===== src/rtl/odu_err_inject.sv =====
// Registered, armed, channel-targeted error injector for the ODU test path (single/burst/periodic).
// Optional LFSR data corruption is enabled with `define ODU_ERR_INJ_LFSR_EN; default forces data to zero.
module odu_err_inject #(
    parameter int DATA_W = 384,
    parameter int CHID_W = 7,
    parameter int CNT_W  = 16
) (
    input  logic              clk,
    input  logic              rst,
    input  logic              i_valid,
    input  logic [DATA_W-1:0] i_data,
    input  logic              i_fs,
    input  logic              i_rs,
    input  logic [7:0]        i_mfas,
    input  logic [CHID_W-1:0] i_chid,
    input  logic [1:0]        i_mode,
    input  logic [4:0]        i_err_mask,
    input  logic [CHID_W-1:0] i_target_chid,
    input  logic              i_chid_match_en,
    input  logic [CNT_W-1:0]  i_burst_len,
    input  logic [CNT_W-1:0]  i_period,
    input  logic              i_arm,
    input  logic              i_stop,
    input  logic              i_cnt_clr,
    output logic              o_valid,
    output logic [DATA_W-1:0] o_data,
    output logic              o_fs,
    output logic              o_rs,
    output logic [7:0]        o_mfas,
    output logic [CHID_W-1:0] o_chid,
    output logic              o_inj,
    output logic              o_busy,
    output logic [CNT_W-1:0]  o_inj_cnt
);

    typedef enum logic [1:0] {IDLE = 2'd0, ARMED = 2'd1, PERIODIC = 2'd2} state_t;

    localparam logic [CNT_W-1:0] ONE = CNT_W'(1);

    function automatic logic [CNT_W-1:0] sat_inc(input logic [CNT_W-1:0] c);
        return (c == '1) ? c : c + ONE;
    endfunction

    function automatic logic [CNT_W-1:0] at_least_one(input logic [CNT_W-1:0] c);
        return (c == '0) ? ONE : c;
    endfunction

    state_t             state_q, state_d;
    logic [CNT_W-1:0]   remain_q, remain_d;
    logic [CNT_W-1:0]   pcnt_q, pcnt_d;
    logic [CNT_W-1:0]   period_q, period_d;
    logic [4:0]         mask_q, mask_d;
    logic [CHID_W-1:0]  tgt_q, tgt_d;
    logic [CNT_W-1:0]   cnt_q, cnt_d;
    logic               qual, inj;
    logic [DATA_W-1:0]  data_d;

`ifdef ODU_ERR_INJ_LFSR_EN
    localparam logic [31:0] SEED = 32'hACE1_0001;
    logic [31:0] lfsr_q, lfsr_d;

    // x^32+x^22+x^2+x+1, taps at bits 31,21,1,0
    function automatic logic [31:0] lfsr_next(input logic [31:0] s);
        return {s[30:0], s[31] ^ s[21] ^ s[1] ^ s[0]};
    endfunction

    function automatic logic [DATA_W-1:0] lfsr_pat(input logic [31:0] s);
        logic [DATA_W-1:0] p;
        for (int i = 0; i < DATA_W; i++) p[i] = s[i % 32];
        return p;
    endfunction

    assign lfsr_d = inj ? lfsr_next(lfsr_q) : lfsr_q;
    assign data_d = (inj && mask_q[3]) ? (i_data ^ lfsr_pat(lfsr_q)) : i_data;

    always_ff @(posedge clk or posedge rst) begin
        if (rst) lfsr_q <= SEED;
        else     lfsr_q <= lfsr_d;
    end
`else
    assign data_d = (inj && mask_q[3]) ? '0 : i_data;
`endif

    always_comb begin
        qual = i_valid && (!i_chid_match_en || (i_chid == tgt_q));
        inj  = 1'b0;
        if (!i_stop) begin
            case (state_q)
                ARMED:    inj = qual;
                PERIODIC: inj = qual && ((pcnt_q + ONE) == at_least_one(period_q));
                default:  inj = 1'b0;
            endcase
        end

        state_d  = state_q;
        remain_d = remain_q;
        pcnt_d   = pcnt_q;
        period_d = period_q;
        mask_d   = mask_q;
        tgt_d    = tgt_q;
        if (i_stop) begin
            state_d = IDLE;
        end else begin
            case (state_q)
                IDLE: begin
                    if (i_arm && (i_mode != 2'd0)) begin
                        mask_d   = i_err_mask;
                        tgt_d    = i_target_chid;
                        period_d = i_period;
                        if (i_mode == 2'd3) begin
                            state_d = PERIODIC;
                            pcnt_d  = '0;
                        end else begin
                            state_d  = ARMED;
                            remain_d = (i_mode == 2'd1) ? ONE : at_least_one(i_burst_len);
                        end
                    end
                end
                ARMED: begin
                    if (qual) begin
                        remain_d = remain_q - ONE;
                        if (remain_q == ONE) state_d = IDLE;
                    end
                end
                PERIODIC: begin
                    if (qual) pcnt_d = inj ? '0 : pcnt_q + ONE;
                end
                default: state_d = IDLE;
            endcase
        end

        // a clear coinciding with an injection still counts that injection
        cnt_d = cnt_q;
        if (inj)            cnt_d = i_cnt_clr ? ONE : sat_inc(cnt_q);
        else if (i_cnt_clr) cnt_d = '0;
    end

    // output register stage: stream and injection flag leave together, one cycle after input
    always_ff @(posedge clk or posedge rst) begin
        if (rst) begin
            state_q   <= IDLE;
            remain_q  <= '0;
            pcnt_q    <= '0;
            period_q  <= '0;
            mask_q    <= '0;
            tgt_q     <= '0;
            cnt_q     <= '0;
            o_valid   <= 1'b0;
            o_data    <= '0;
            o_fs      <= 1'b0;
            o_rs      <= 1'b0;
            o_mfas    <= 8'h00;
            o_chid    <= '0;
            o_inj     <= 1'b0;
        end else begin
            state_q   <= state_d;
            remain_q  <= remain_d;
            pcnt_q    <= pcnt_d;
            period_q  <= period_d;
            mask_q    <= mask_d;
            tgt_q     <= tgt_d;
            cnt_q     <= cnt_d;
            o_valid   <= i_valid ^ (inj & mask_q[4]);
            o_data    <= data_d;
            o_fs      <= i_fs ^ (inj & mask_q[2]);
            o_rs      <= i_rs ^ (inj & mask_q[1]);
            o_mfas    <= (inj && mask_q[0]) ? 8'hFF : i_mfas;
            o_chid    <= i_chid;
            o_inj     <= inj;
        end
    end

    assign o_busy    = (state_q != IDLE);
    assign o_inj_cnt = cnt_q;

endmodule


===== config.mk =====
export PLATFORM = sky130hd
export DESIGN_NAME = odu_err_inject
export DESIGN_NICKNAME = d
export VERILOG_FILES = /design/src/rtl/odu_err_inject.sv
export SDC_FILE = /design/constraint.sdc
export NUM_CORES = 1
export LEC_CHECK = 0
export CAP_MARGIN = 20
export CORE_AREA = 2 2 340 342
export DETAILED_ROUTE_END_ITERATION = 6
export DIE_AREA = 0 0 342 344
export DONT_BUFFER_PORTS = 1
export PLACE_DENSITY_LB_ADDON = 0.2
export SLEW_MARGIN = 20
export SYNTH_ARGS = -nofsm -noshare
export SYNTH_HDL_FRONTEND = slang
export SYNTH_SLANG_ARGS = --single-unit
export TNS_END_PERCENT = 50

===== constraint.sdc =====
create_clock -name clk -period 45.2 [get_ports clk]
set_input_delay 4.52 -clock clk [delete_from_list [all_inputs] [get_ports clk]]
set_output_delay 4.52 -clock clk [all_outputs]
set_load 0.005 [all_outputs]

==> results_dict.tcl <==
set metrics [dict create \
    setup_viol 0 \
    top_layer "met5" \
    row_count 124 \
    p_leak_nw 8.55 \
    grt_pass1_vias 11000 \
    clkSinkCount 481 \
    pin_count 874 \
    grt-ovfl-total 0 \
    yosys-top-cells-count "dfrtp_1 (481), and2_1 (390), buf_2 (47)" \
    syn_area_sq_um 17500 \
    finalClockSkew_ns 0.0509 \
    met3_length_mm 9.05 \
    cts_root_buffer "clkbuf_16" \
    cp_top_family "simple AND/OR/NAND/NOR gates" \
    timing.fmax_mhz 137 \
    synth-async-reset-ratio_pct 100 \
    drive_above_1_share_pct 10.1 \
    fin_area_sq_um 21200 \
    area_delta_synth_final_pct 21.6 \
    p_total_mw 1.07 \
    grt_pass1_wl_mm 93.7 \
    critical-path-slowest-cell "o41ai_1" \
    cp.required_ns 45.72 \
    crit_path_cell_trace "xnor2_1 -> nand4_1 -> o41ai_1 -> nand2_1 -> nor3b_1 -> and2_1 -> nand2_8 -> buf_4 -> and2_1" \
    synth_edf_count 0 \
    die_w_um 342 \
    fin_crit_sh_pct 16.1 \
    wl_met1_mm 24.2 \
    placed_area_sq_um 19100 \
    cp_common_cell "and2_1" \
    utilization_pct 18.7 \
    ys_seq_area_share_pct 68.9 \
    cellPowerDensity_nw_per_um2 50.5 \
    nets 1812 \
    fin_ws_ns 37.91 \
    status "finished clean" \
    critPathBufInv 1 \
    vdd_drop_max_mv 0.0239 \
    timing.final.crit_period_ns 7.29 \
    synth_top_cell_area_share_pct 68.9 \
    fill_cells 12400 \
    slew_violations 0 \
    htreeDepth 2 \
    via_count 10400 \
    cp_max_fo 107 \
    rsz0062_at_grt "false" \
    pre_cts_ws_ns 37.01 \
    coreArea_sq_um 114000 \
    startpoint_type "input pin" \
    hold_class "register to register" \
    wl_per_cell_um 24.0 \
    endpoint_kind "register" \
    drt_iter0_drc 584 \
    finalNonFillerCells 2951 \
    cts_setup_buffers 0 \
    cts.path.max_buffers 3 \
    portBuffers 0 \
    wl_met2_mm 34.5 \
    cts_tree "built" \
    holdBufCountCts 0 \
    slew_headroom_pct 32.8 \
    die_area_sq_um 118000 \
    yosys-top-cells-area "dfrtp_1 (69%), and2_1 (14%), mux2_2 (1.7%)" \
    yosys_register_bits 481 \
    critical_path.max_stage_delay_ns 0.52 \
    syn_inst 1353 \
    worst_pin_slew_ns 1.00 \
    path_class "input pin to register" \
    grt_use_total_pct 11.4 \
    dpl.cell_count 2803 \
    clock_latency_ns 0.66 \
    dp_hpwl_mm 55.9 \
    syn_area_per_cell_sq_um 12.9 \
    finalSetupTns_ns 0 \
    critPathArrivalTime_ns 7.81 \
    vias_per_cell 3.54 \
    drc 0 \
    hold_violations 0 \
    postSynthNetCount 1814 \
    place.gp.congestion 0.819 \
    antenna_found_initial 80 \
    drt_wl_total_mm 70.8 \
    synthFlopType "dfrtp_1" \
    holdWs_ns 0.495 \
    die_y_um 344 \
    first_pass_iters 5 \
    start_util_pct 15.3 \
    clk_pin_slew_ns 0.06 \
    maxCapViolCount 0 \
    yosysMostFrequentCell "dfrtp_1" \
    cts_made_buffers 58 \
    ctsResizeCount 0 \
    final_antenna_net_count 0 \
    yosys.area.top_type "dfrtp_1" \
    ys_warn_count 0 \
    yosysUniqueCellTypes 59 \
    grt_max_degree 187 \
]
==> state kept, by name, summed over array words and instances (netlist names) <==
signal	count
mask_q	5
o_chid	7
o_data	384
o_fs	1
o_inj	1
o_inj_cnt	16
o_mfas	8
o_rs	1
o_valid	1
pcnt_q	16
period_q	16
remain_q	16
state_q	2
tgt_q	7
==> worst register-to-register path, delay by kind of cell, from the launching register on <==
family / cells / cell delay, ns
AOI/OAI and AO/OA: 3 / 1.25
and+or+nand+nor: 6 / 1.99
buffers and inverters: 1 / 0.52
DFF: 1 / 0.48
adders and majority gates: 1 / 0.35
==> cell usage in the layout, fill, tap and decap left out, drive strengths merged, types with 15 or more instances in the layout <==
master,Yosys,routed
xor2,22,22
mux2,28,28
xnor2,17,17
a21oi,24,24
nand3,17,17
and2,391,391
nand4,16,16
nor2,43,43
clkbuf,19,82
diode,0,38
o21ai,39,39
dfrtp,481,481
nand2,44,44
a22oi,15,15
inv,19,22
==> layer usage <==
| layer | global-route usage, % | vias up |
|---|---|---|
| met3 | 6.77 | 157 |
| met4 | 3.99 | 60 |
| li1 | - | 4472 |
| met1 | 12.2 | 5224 |
| met2 | 18.5 | 520 |
| met5 | 0 | - |
==> cell families (layout without fill, tap and decap cells) <==
family,count (synthesis),in the layout,share of synthesized area (%)
AND/OR/NAND/NOR,580,580,19.6
flip-flops,481,481,68.9
AO/OA/AOI/OAI,120,120,4.47
buffers and inverters,94,142,2.53
XOR/XNOR,39,39,1.95
multiplexers,32,32,2.03
adder cells (fa/ha/maj),7,7,0.501
other,0,38,0
==> final timing paths <==
kind | start | slack, ns | depth (start not counted) | endpoint
worst max-delay path | i_chid[0] | 37.91 | 9 | o_data[66]
worst min-delay path | mask_q[4] | 0.50 | 1 | o_valid
worst max register to register | pcnt_q[0] | 40.51 | 11 | o_data[66]
worst min register to register | mask_q[4] | 0.50 | 1 | o_valid
max in group asynchronous | rst | 38.24 | 4 | remain_q[12]
min in group asynchronous | rst | 3.90 | 1 | o_data[279]
==> where the power goes <==
part           switching (mW)  internal [mW]
Clock                   0.197          0.291
Combinational          0.0496         0.0356
Sequential             0.0350          0.465
==> area by class of cell <==
type                       instances  area, sq um  share of cell area [%]
tap                             1512         1890                    8.90
clock buffer                      82         1650                    7.77
clock inverter                    28          370                    1.74
inverter                          19         78.8                   0.371
antenna                           38         95.1                   0.448
sequential                       481        12000                    56.7
multi-input combinational        778         5010                    23.6
timing repair buffer              13          110                   0.518
Note: power is estimated with default switching activity, not from simulation.
